--- src/rtl/sysa_pkg.sv ---
// Shared definitions for the systolic-array activation feeder.
//   state_t   : feeder FSM state encoding
//   drain_len : number of zero-injection beats needed to flush an N-lane skew
package sysa_pkg;

    typedef enum logic [1:0] {
        IDLE  = 2'd0,
        FEED  = 2'd1,
        DRAIN = 2'd2,
        FIN   = 2'd3
    } state_t;

    function automatic int drain_len(input int n);
        return 2 * n - 1;
    endfunction

endpackage

--- src/rtl/skew_line.sv ---
// One lane of the input skew: a DEPTH-stage shift register that only moves
// when en is high. DEPTH=0 is a plain wire so lane 0 needs no special case
// at the instantiation site.
//   clk, rst : clock, async active-low reset
//   en       : shift enable (array advance)
//   d, q     : lane byte in / delayed lane byte out
module skew_line #(
    parameter int DEPTH = 1,
    parameter int DW    = 8
) (
    input  logic          clk,
    input  logic          rst,
    input  logic          en,
    input  logic [DW-1:0] d,
    output logic [DW-1:0] q
);

    generate
        if (DEPTH == 0) begin : g_pass
            logic unused_ok;
            assign unused_ok = &{1'b0, clk, rst, en};
            assign q = d;
        end else begin : g_sr
            logic [DW-1:0] sr_q [DEPTH];

            always_ff @(posedge clk or negedge rst) begin
                if (!rst) begin
                    for (int i = 0; i < DEPTH; i++) sr_q[i] <= '0;
                end else if (en) begin
                    sr_q[0] <= d;
                    for (int i = 1; i < DEPTH; i++) sr_q[i] <= sr_q[i-1];
                end
            end

            assign q = sr_q[DEPTH-1];
        end
    endgenerate

endmodule

--- src/rtl/sysa_feeder.sv ---
// Activation feeder for an N x N systolic array: accepts rows over a
// valid/ready handshake, skews lane k by k advance cycles and presents the
// result on the array's left edge, then flushes the skew with zero rows.
//
//   state | meaning
//   ------+--------------------------------------------------------------
//   IDLE  | waiting for start; start latches num_rows
//   FEED  | accepting rows; act_valid=0 stalls the whole pipe
//   DRAIN | 2*N-1 unconditional advances injecting zero bytes
//   FIN   | last beat on arr_in; raises done for the following cycle
//
// Ports:
//   clk, rst            : clock, async active-low reset
//   start, num_rows     : transfer request and row count (IDLE only)
//   act_valid/act_ready : row handshake, act_data lane k = [DW*k +: DW]
//   arr_en, arr_in      : registered advance enable and skewed row
//   busy, done          : transfer in progress / one-cycle completion
module sysa_feeder
    import sysa_pkg::*;
#(
    parameter int N  = 3,
    parameter int DW = 8
) (
    input  logic            clk,
    input  logic            rst,
    input  logic            start,
    input  logic [7:0]      num_rows,
    input  logic            act_valid,
    output logic            act_ready,
    input  logic [DW*N-1:0] act_data,
    output logic            arr_en,
    output logic [DW*N-1:0] arr_in,
    output logic            busy,
    output logic            done
);

    localparam int             DCW        = $clog2(2 * N);
    localparam logic [DCW-1:0] DRAIN_LAST = DCW'(drain_len(N) - 1);

    state_t            state_q;
    logic [7:0]        row_cnt_q;
    logic [DCW-1:0]    drain_cnt_q;
    logic              arr_en_q;
    logic              done_q;
    logic [DW*N-1:0]   arr_in_q;
    logic [DW*N-1:0]   arr_in_d;
    logic [DW*N-1:0]   lane_in_d;
    logic              accept;
    logic              advance;

    assign act_ready = (state_q == FEED);
    assign busy      = (state_q != IDLE);
    assign accept    = act_ready & act_valid;
    // DRAIN never stalls, so every DRAIN cycle is an advance.
    assign advance   = accept | (state_q == DRAIN);
    assign lane_in_d = (state_q == FEED) ? act_data : '0;

    generate
        for (genvar k = 0; k < N; k++) begin : g_lane
            skew_line #(
                .DEPTH (k),
                .DW    (DW)
            ) u_skew (
                .clk (clk),
                .rst (rst),
                .en  (advance),
                .d   (lane_in_d[DW*k +: DW]),
                .q   (arr_in_d[DW*k +: DW])
            );
        end
    endgenerate

    always_ff @(posedge clk or negedge rst) begin
        if (!rst) begin
            state_q     <= IDLE;
            row_cnt_q   <= '0;
            drain_cnt_q <= '0;
            arr_en_q    <= 1'b0;
            done_q      <= 1'b0;
            arr_in_q    <= '0;
        end else begin
            arr_en_q <= advance;
            done_q   <= 1'b0;
            if (advance) arr_in_q <= arr_in_d;

            case (state_q)
                IDLE: begin
                    if (start) begin
                        row_cnt_q <= num_rows;
                        state_q   <= (num_rows == 8'd0) ? FIN : FEED;
                    end
                end
                FEED: begin
                    if (accept) begin
                        row_cnt_q <= row_cnt_q - 8'd1;
                        // Leave before the counter could reach zero, so it never wraps.
                        if (row_cnt_q == 8'd1) begin
                            state_q     <= DRAIN;
                            drain_cnt_q <= DRAIN_LAST;
                        end
                    end
                end
                DRAIN: begin
                    if (drain_cnt_q == '0) state_q <= FIN;
                    else                   drain_cnt_q <= drain_cnt_q - DCW'(1);
                end
                FIN: begin
                    done_q  <= 1'b1;
                    state_q <= IDLE;
                end
                default: state_q <= IDLE;
            endcase
        end
    end

    assign arr_en = arr_en_q;
    assign arr_in = arr_in_q;
    assign done   = done_q;

endmodule

--- config.mk ---
export PLATFORM = sky130hd
export DESIGN_NAME = sysa_feeder
export DESIGN_NICKNAME = d
export VERILOG_FILES = /design/src/rtl/sysa_pkg.sv /design/src/rtl/skew_line.sv /design/src/rtl/sysa_feeder.sv
export SDC_FILE = /design/constraint.sdc
export NUM_CORES = 1
export LEC_CHECK = 0
export BUFFER_PORTS_ARGS = -buffer_cell sky130_fd_sc_hd__clkbuf_2
export CORE_MARGIN = 5
export CORE_UTILIZATION = 36
export CTS_CLUSTER_SIZE = 12
export DETAILED_ROUTE_END_ITERATION = 16
export PLACE_DENSITY = 0.68
export RECOVER_POWER = 100
export SETUP_SLACK_MARGIN = 0.5
export SYNTH_ARGS = -nofsm -noshare
export SYNTH_HDL_FRONTEND = slang
export SYNTH_SLANG_ARGS = --single-unit
--- constraint.sdc ---
create_clock -name clk -period 2.3 [get_ports clk]
set_input_delay 0.46 -clock clk [delete_from_list [all_inputs] [get_ports clk]]
set_output_delay 0.46 -clock clk [all_outputs]
set_load 0.05 [all_outputs]
==> flow_metrics.env, run 1 <==
export IMPL_synth_top_area_share_pct=55.2
export IMPL_start_util_pct=37.0
export IMPL_arrival_ps=2280
export IMPL_syn_nets=317
export IMPL_synth_top_family_by_area="simple AND/OR/NAND/NOR gates"
export IMPL_cts_hold_buf=0
export IMPL_io_buffer_count=63
export IMPL_finalInstanceArea_um2=3740
export IMPL_rsz0062_at_grt="true"
export IMPL_layout_min_cycle_time_ps=2090
export IMPL_nets=399
export IMPL_cts_buffers=9
export IMPL_timing_final_crit_share_pct=90.9
export IMPL_synth_seq_cells=63
export IMPL_grt_max_degree=50
export IMPL_finalMaxSlewViolations=0
export IMPL_synth_area_per_cell_um2=10.5
export IMPL_syn_area_um2=2860
export IMPL_synth_top_area_cell="dfrtp_1"
export IMPL_fillerInstances=749
export IMPL_dpl_cell_area_um2=3350
export IMPL_wl_per_cell_um=14.3
export IMPL_coreArea_um2=7730
export IMPL_ios=64
export IMPL_drc=0
export IMPL_status="finished clean"
export IMPL_routed_wl_um=6580
export IMPL_mostFrequentLayoutCell="dfrtp_1"
export IMPL_fmax_mhz=478
export IMPL_p_leak_nw=1.74
export IMPL_antenna_cells=0
export IMPL_cts_tree="built"
export IMPL_antenna_found_initial=0
export IMPL_synth_distinct_cells=39
export IMPL_cp_required_ps=2490
export IMPL_cts_sinks=63
export IMPL_grt_pass1_vias=2232
export IMPL_worstSetupEndpointType="register"
export IMPL_worst_slew_pin_slew_ps=1070
export IMPL_dp_hpwl_um=4230
export IMPL_die_area_um2=9820
export IMPL_grt_use_total_pct=13.2
export IMPL_power_density_nw_per_um2=1510
export IMPL_synth_fa_ha_area_share_pct=3.94
export IMPL_yosys_warnings=0
export IMPL_h_tree_depth=3
export IMPL_most_common_layout_cells="dfrtp_1 (61), nand2_1 (53), clkbuf_2 (37)"
export IMPL_fp_row_count=32
export IMPL_routed_via_density=4.99
export IMPL_crit_fanout=4
export IMPL_root_buffer="clkbuf_8"
export IMPL_die_y_um=99.1
export IMPL_finClkSkew_ps=7.79
export IMPL_max_slew_margin_rel_pct=28.6
export IMPL_fin_tns_setup_ps=0
export IMPL_clockBufferDepth=2
export IMPL_hold_viol=0
export IMPL_start_kind="register"
export IMPL_critical_path_class="reg -> reg"
export IMPL_grt_pass1_wl_um=10600
export IMPL_ant_nets=0
export IMPL_die_w_um=99.1
export IMPL_area_growth_pct=30.8
export IMPL_yosysSeqAreaShare_pct=55.2
export IMPL_synth_compound_area_share_pct=13.2
export IMPL_hold_class="in -> async"
export IMPL_dr_first_iter_drc_count=65
export IMPL_ir_worst_vdd_v=0.000850
export IMPL_clk_pin_slew_ps=70
export IMPL_gp_congestion=0.782
export IMPL_synthCells=272
export IMPL_vias=2301
export IMPL_synth_area_leaders="dfrtp_1 (55%), mux2_2 (9.9%), nand2_1 (7.0%)"
export IMPL_maxCapViolCount=0
export IMPL_synth_xor_area_share_pct=0
export IMPL_drive_gt1_share_pct=31.5
export IMPL_dr_pass1_iters=4
export IMPL_yosys_area_share_simple_pct=13.7
export IMPL_grt_overflow_total=0
export IMPL_muxShareOfSynthArea_pct=10.2
export IMPL_clk_insertion_delay_late_ps=330
export IMPL_setup_violations=0
## critical path: stages (launching register included)
cell and delay, ps:
dfrtp_1 390, inv_2 90, ha_4 130, or4bb_4 470
buf_4 160, buf_6 120, o21ai_2 110, clkbuf_1 220
a41o_1 220, a311oi_2 50
## cell families (layout without fill, tap and decap cells)
logic type	after synthesis	after routing
AOI/OAI and AO/OA	60	60
adders and majority gates	9	9
buffers and inverters	28	115
DFF	63	63
muxes	26	26
and+or+nand+nor	86	86
## power breakdown
part / switching, W / total, W / leakage, nW / internal, W
clock: 0.000421 / 0.00114 / 0.120 / 0.000718
combinational: 0.00172 / 0.00278 / 0.798 / 0.00105
sequential: 0.000235 / 0.00171 / 0.820 / 0.00147
## synth_stat cells
| cell type | number |
|---|---|
| nand3_1 | 2 |
| nand4b_1 | 1 |
| nand2b_1 | 2 |
| nor2b_1 | 3 |
| mux2_1 | 1 |
| a2bb2oi_1 | 1 |
| buf_2 | 1 |
| or2_4 | 1 |
| nand4_1 | 3 |
| a41o_1 | 1 |
| a311oi_1 | 1 |
| nor2_1 | 7 |
| nor4_1 | 4 |
| o31ai_1 | 2 |
| a22oi_1 | 2 |
| clkbuf_1 | 13 |
| ha_1 | 9 |
| a221o_1 | 1 |
| o22a_1 | 2 |
| a221oi_1 | 1 |
| a31oi_1 | 2 |
| mux2_2 | 25 |
| o21ai_0 | 32 |
| o211ai_1 | 1 |
| or4_1 | 2 |
| or3_1 | 1 |
| nor3_1 | 5 |
| o221ai_1 | 1 |
| a221oi_4 | 1 |
| o22ai_1 | 1 |
| a21oi_1 | 9 |
| o21a_1 | 1 |
| or4bb_1 | 1 |
| buf_1 | 1 |
| nand2_1 | 53 |
| dfrtp_1 | 63 |
| inv_1 | 13 |
| and3_1 | 1 |
| o311ai_0 | 1 |
## routing by layer
layer	vias up	GRT usage (%)	share of wire, %
met3	4	4.03	6.6
li1	1118	-	-
met4	0	4.31	0.61
met2	73	20.0	46
met5	-	0	0
met1	1106	18.1	47
## final cells by class
| class | instances | area, µm² | share of cell area [%] |
|---|---|---|---|
| inverter | 13 | 48.8 | 1.31 |
| sequential | 63 | 1580 | 42.3 |
| tap | 102 | 128 | 3.42 |
| timing repair buffer | 86 | 488 | 13.1 |
| clock inverter | 6 | 109 | 2.91 |
| multi-input combinational | 181 | 1260 | 33.6 |
| clock buffer | 10 | 128 | 3.42 |
## repair_timing
| action | CTS | global route |
|---|---|---|
| resized for setup | 17 | 14 |
| gates cloned | 0 | 1 |
| setup endpoints to repair | 36 | 52 |
| hold endpoints to repair | 0 | 0 |
| buffers inserted | 9 | 4 |
| pin swaps | 4 | 3 |
## path summary, 6_finish.rpt
kind                                                 from                              to  slack (ps)  cells after the start
setup / recovery                             row_cnt_q[1]                  drain_cnt_q[0]         210                      9
hold / removal                                        rst                      arr_in[16]         310                      1
setup reg to reg                             row_cnt_q[1]                  drain_cnt_q[0]         210                      9
hold reg to reg            g_lane[2].u_skew.g_sr.sr_q[15]  g_lane[2].u_skew.g_sr.sr_q[15]         480                      2
max in group asynchronous                             rst                    row_cnt_q[0]         800                      2
min in group clk                              act_data[4]                       arr_in[4]         360                      3
## through the flow
step | hold slack, ps | utilization [%] | setup WS (ps) | total power (W) | cells
3_5_place_dp | 455 | 43.3 | 153 | 0.00420 | 431
5_1_grt | 351 | 48.3 | 116 | 0.00602 | 461
2_1_floorplan | 164 | - | 290 | 0.00358 | 272
4_1_cts | 84.7 | 48.0 | 287 | 0.00555 | 456
6_report | 307 | 48.3 | 210 | 0.00562 | 461
3_3_place_gp | 450 | 43.3 | 191 | 0.00415 | 431
## flip-flops by register name (all words and copies together) (netlist names)
name / cells
arr_en: 1
arr_in: 24
done: 1
drain_cnt_q: 3
g_lane.u_skew.g_sr.sr_q: 8
g_lane.u_skew.q: 16
row_cnt_q: 8
state_q: 2
Power figures use the tool's default switching activity.
==> run 2, diff against run 1 <==
Settings changed: CORE_UTILIZATION 36 to 54, CTS_CLUSTER_SIZE 12 to 14, PLACE_DENSITY 0.68 to 0.91.
==> run 2 against run 1 <==
  * The flow now finishes with violations (max-capacitance violations)
  * Register-to-register slack hardly changed
  * Non-clock buffer count decreased by 3
  * Cell area decreased by 1.5%
  * Cell count fell by 7.8%
  * Clock skew fell by 3.7 ps
==> flow_metrics.env, run 2 (synthesized netlist as in run 1, its figures left out) <==
export IMPL_coreArea_um2=5110
export IMPL_critical_path_class="reg -> reg"
export IMPL_mostFrequentLayoutCell="dfrtp_1"
export IMPL_antenna_cells=0
export IMPL_grt_max_degree=64
export IMPL_status="complete, but fails checks"
export IMPL_die_y_um=82.7
export IMPL_hold_viol=0
export IMPL_dpl_worst_slack_ps=150
export IMPL_cts_buffers=9
export IMPL_nets=396
export IMPL_pwr_share_comb_pct=51.7
export IMPL_layout_min_cycle_time_ps=2090
export IMPL_clk_pin_slew_ps=70
export IMPL_timing_final_crit_share_pct=90.8
export IMPL_fmax_mhz=479
export IMPL_maxCapViolCount=1
export IMPL_crit_chain="inv_1 > ha_1 > buf_12 > a21oi_1 > buf_12 > mux2_2"
export IMPL_met1_usage_pct=25.9
export IMPL_worst_slew_pin_slew_ps=1490
export IMPL_cts_tree="built"
export IMPL_max_stage_delay_ps=390
export IMPL_io_buffer_count=63
export IMPL_grt_use_total_pct=20.2
export IMPL_p_int_w=0.00318
export IMPL_p_sw_share_pct=42.6
export IMPL_die_area_um2=6840
export IMPL_most_common_layout_cells="dfrtp_1 (60), nand2_1 (52), clkbuf_2 (36)"
export IMPL_p_seq_share_pct=31.1
export IMPL_dr_pass1_iters=4
export IMPL_crit_path_frequent_cell="buf_12"
export IMPL_gp_congestion=0.899
export IMPL_ios=64
export IMPL_vias=2312
export IMPL_h_tree_depth=3
export IMPL_power_density_nw_per_um2=1510
export IMPL_setup_violations=0
export IMPL_start_util_pct=55.9
export IMPL_clk_insertion_delay_late_ps=320
export IMPL_fin_tns_setup_ps=0
export IMPL_switching_power_w=0.00236
export IMPL_cp_num_buf_inv=3
export IMPL_dp_cells=396
export IMPL_start_kind="register"
export IMPL_routed_wl_um=6580
export IMPL_pwr_share_clk_pct=17.2
export IMPL_gr_usage_met2_pct=32.6
export IMPL_cp_required_ps=2510
export IMPL_root_buffer="clkbuf_8"
export IMPL_hold_class="in -> reg"
export IMPL_antenna_found_initial=0
export IMPL_dp_hpwl_um=4070
export IMPL_ant_nets=0
export IMPL_arrival_ps=2290
export IMPL_drc=0
export IMPL_ff2ff_setup_slack_ps=210
export IMPL_cpLargestDelayFamily="buffers and inverters"
export IMPL_grt_overflow_total=0
export IMPL_grt_pass1_vias=2235
export IMPL_fin_ws_ps=212
export IMPL_drive_gt1_share_pct=30.7
export IMPL_finalMaxSlewViolations=0
export IMPL_finalNonFillerCells=425
export IMPL_dr_first_iter_drc_count=131
export IMPL_wl_per_cell_um=15.5
export IMPL_cts_hold_buf=0
export IMPL_max_slew_margin_rel_pct=0.965
export IMPL_largest_register_ffs=24
export IMPL_cts_sinks=63
export IMPL_crit_fanout=37
export IMPL_clockBufferDepth=2
export IMPL_grt_pass1_wl_um=10400
export IMPL_met3_usage_pct=5.86
export IMPL_slowest_stage="dfrtp_1"
export IMPL_ir_worst_vdd_v=0.00114
export IMPL_area_growth_pct=28.9
export IMPL_violations="max-capacitance violations"
export IMPL_p_leak_nw=1.74
export IMPL_fp_row_count=26
export IMPL_rsz0062_at_grt="true"
export IMPL_worstSetupEndpointType="register"
export IMPL_routed_via_density=5.44
export IMPL_finClkSkew_ps=4.05
export IMPL_die_w_um=82.7
export IMPL_grt_busiest_layer="met2"
[run 2: area by class of cell]
cell class | instances | area [µm²]
Clock inverter | 3 | 42.5
Sequential cell | 63 | 1580
Inverter | 13 | 48.8
Fill cell | 385 | 1430
Timing Repair Buffer | 83 | 528
Clock buffer | 12 | 155
Tap cell | 70 | 87.6
Multi-Input combinational cell | 181 | 1240
[run 2: per-layer routing]
metal | vias to the layer above | routed length, µm
li1 | 1103 | -
met1 | 1124 | 2850
met2 | 75 | 3240
met3 | 10 | 405
met4 | 0 | 74
met5 | - | 0
[run 2: power by group through the flow]
stage,Combinational (W),Sequential (W),Clock (W)
3_5_place_dp,0.00242,0.00173,0
4_1_cts,0.00278,0.00174,0.000972
6_report,0.00287,0.00172,0.000956
5_1_grt,0.00310,0.00176,0.00103
3_3_place_gp,0.00234,0.00171,0
2_1_floorplan,0.00147,0.00211,0
[run 2: tightest hold or removal path, cell delays in order]
cell      delay (ps)
clkbuf_2          80
nand2_1           50
o21ai_0           60
[run 2: metrics by stage]
stage | power, W | hold WS (ps) | util (%) | cell area (µm²)
after global placement | 0.00405 | 458 | 64.6 | 3300
after CTS | 0.00549 | 144 | 72.0 | 3680
after detailed placement | 0.00415 | 466 | 64.6 | 3300
after floorplan | 0.00358 | 164 | - | 2890
after global routing | 0.00589 | 355 | 72.1 | 3680
final | 0.00555 | 363 | 72.1 | 3680
[run 2: path summary, 6_finish.rpt]
kind	start	endpoint	depth (start not counted)
min in group asynchronous	rst	g_lane[2].u_skew.q[1]	2
hold / removal	act_data[10]	g_lane[1].u_skew.q[2]	3
hold reg to reg	g_lane[1].u_skew.q[6]	g_lane[1].u_skew.q[6]	2
max in group asynchronous	rst	state_q[0]	2
setup / recovery	state_q[1]	arr_in[23]	6
setup reg to reg	state_q[1]	arr_in[23]	6
[run 2: timing repair]
item | 4_1_cts | 5_1_grt
gates cloned | 2 | 0
pin swaps | 4 | 3
endpoints found under the setup margin | 35 | 46
setup buffers | 5 | 7
resized for setup | 22 | 8
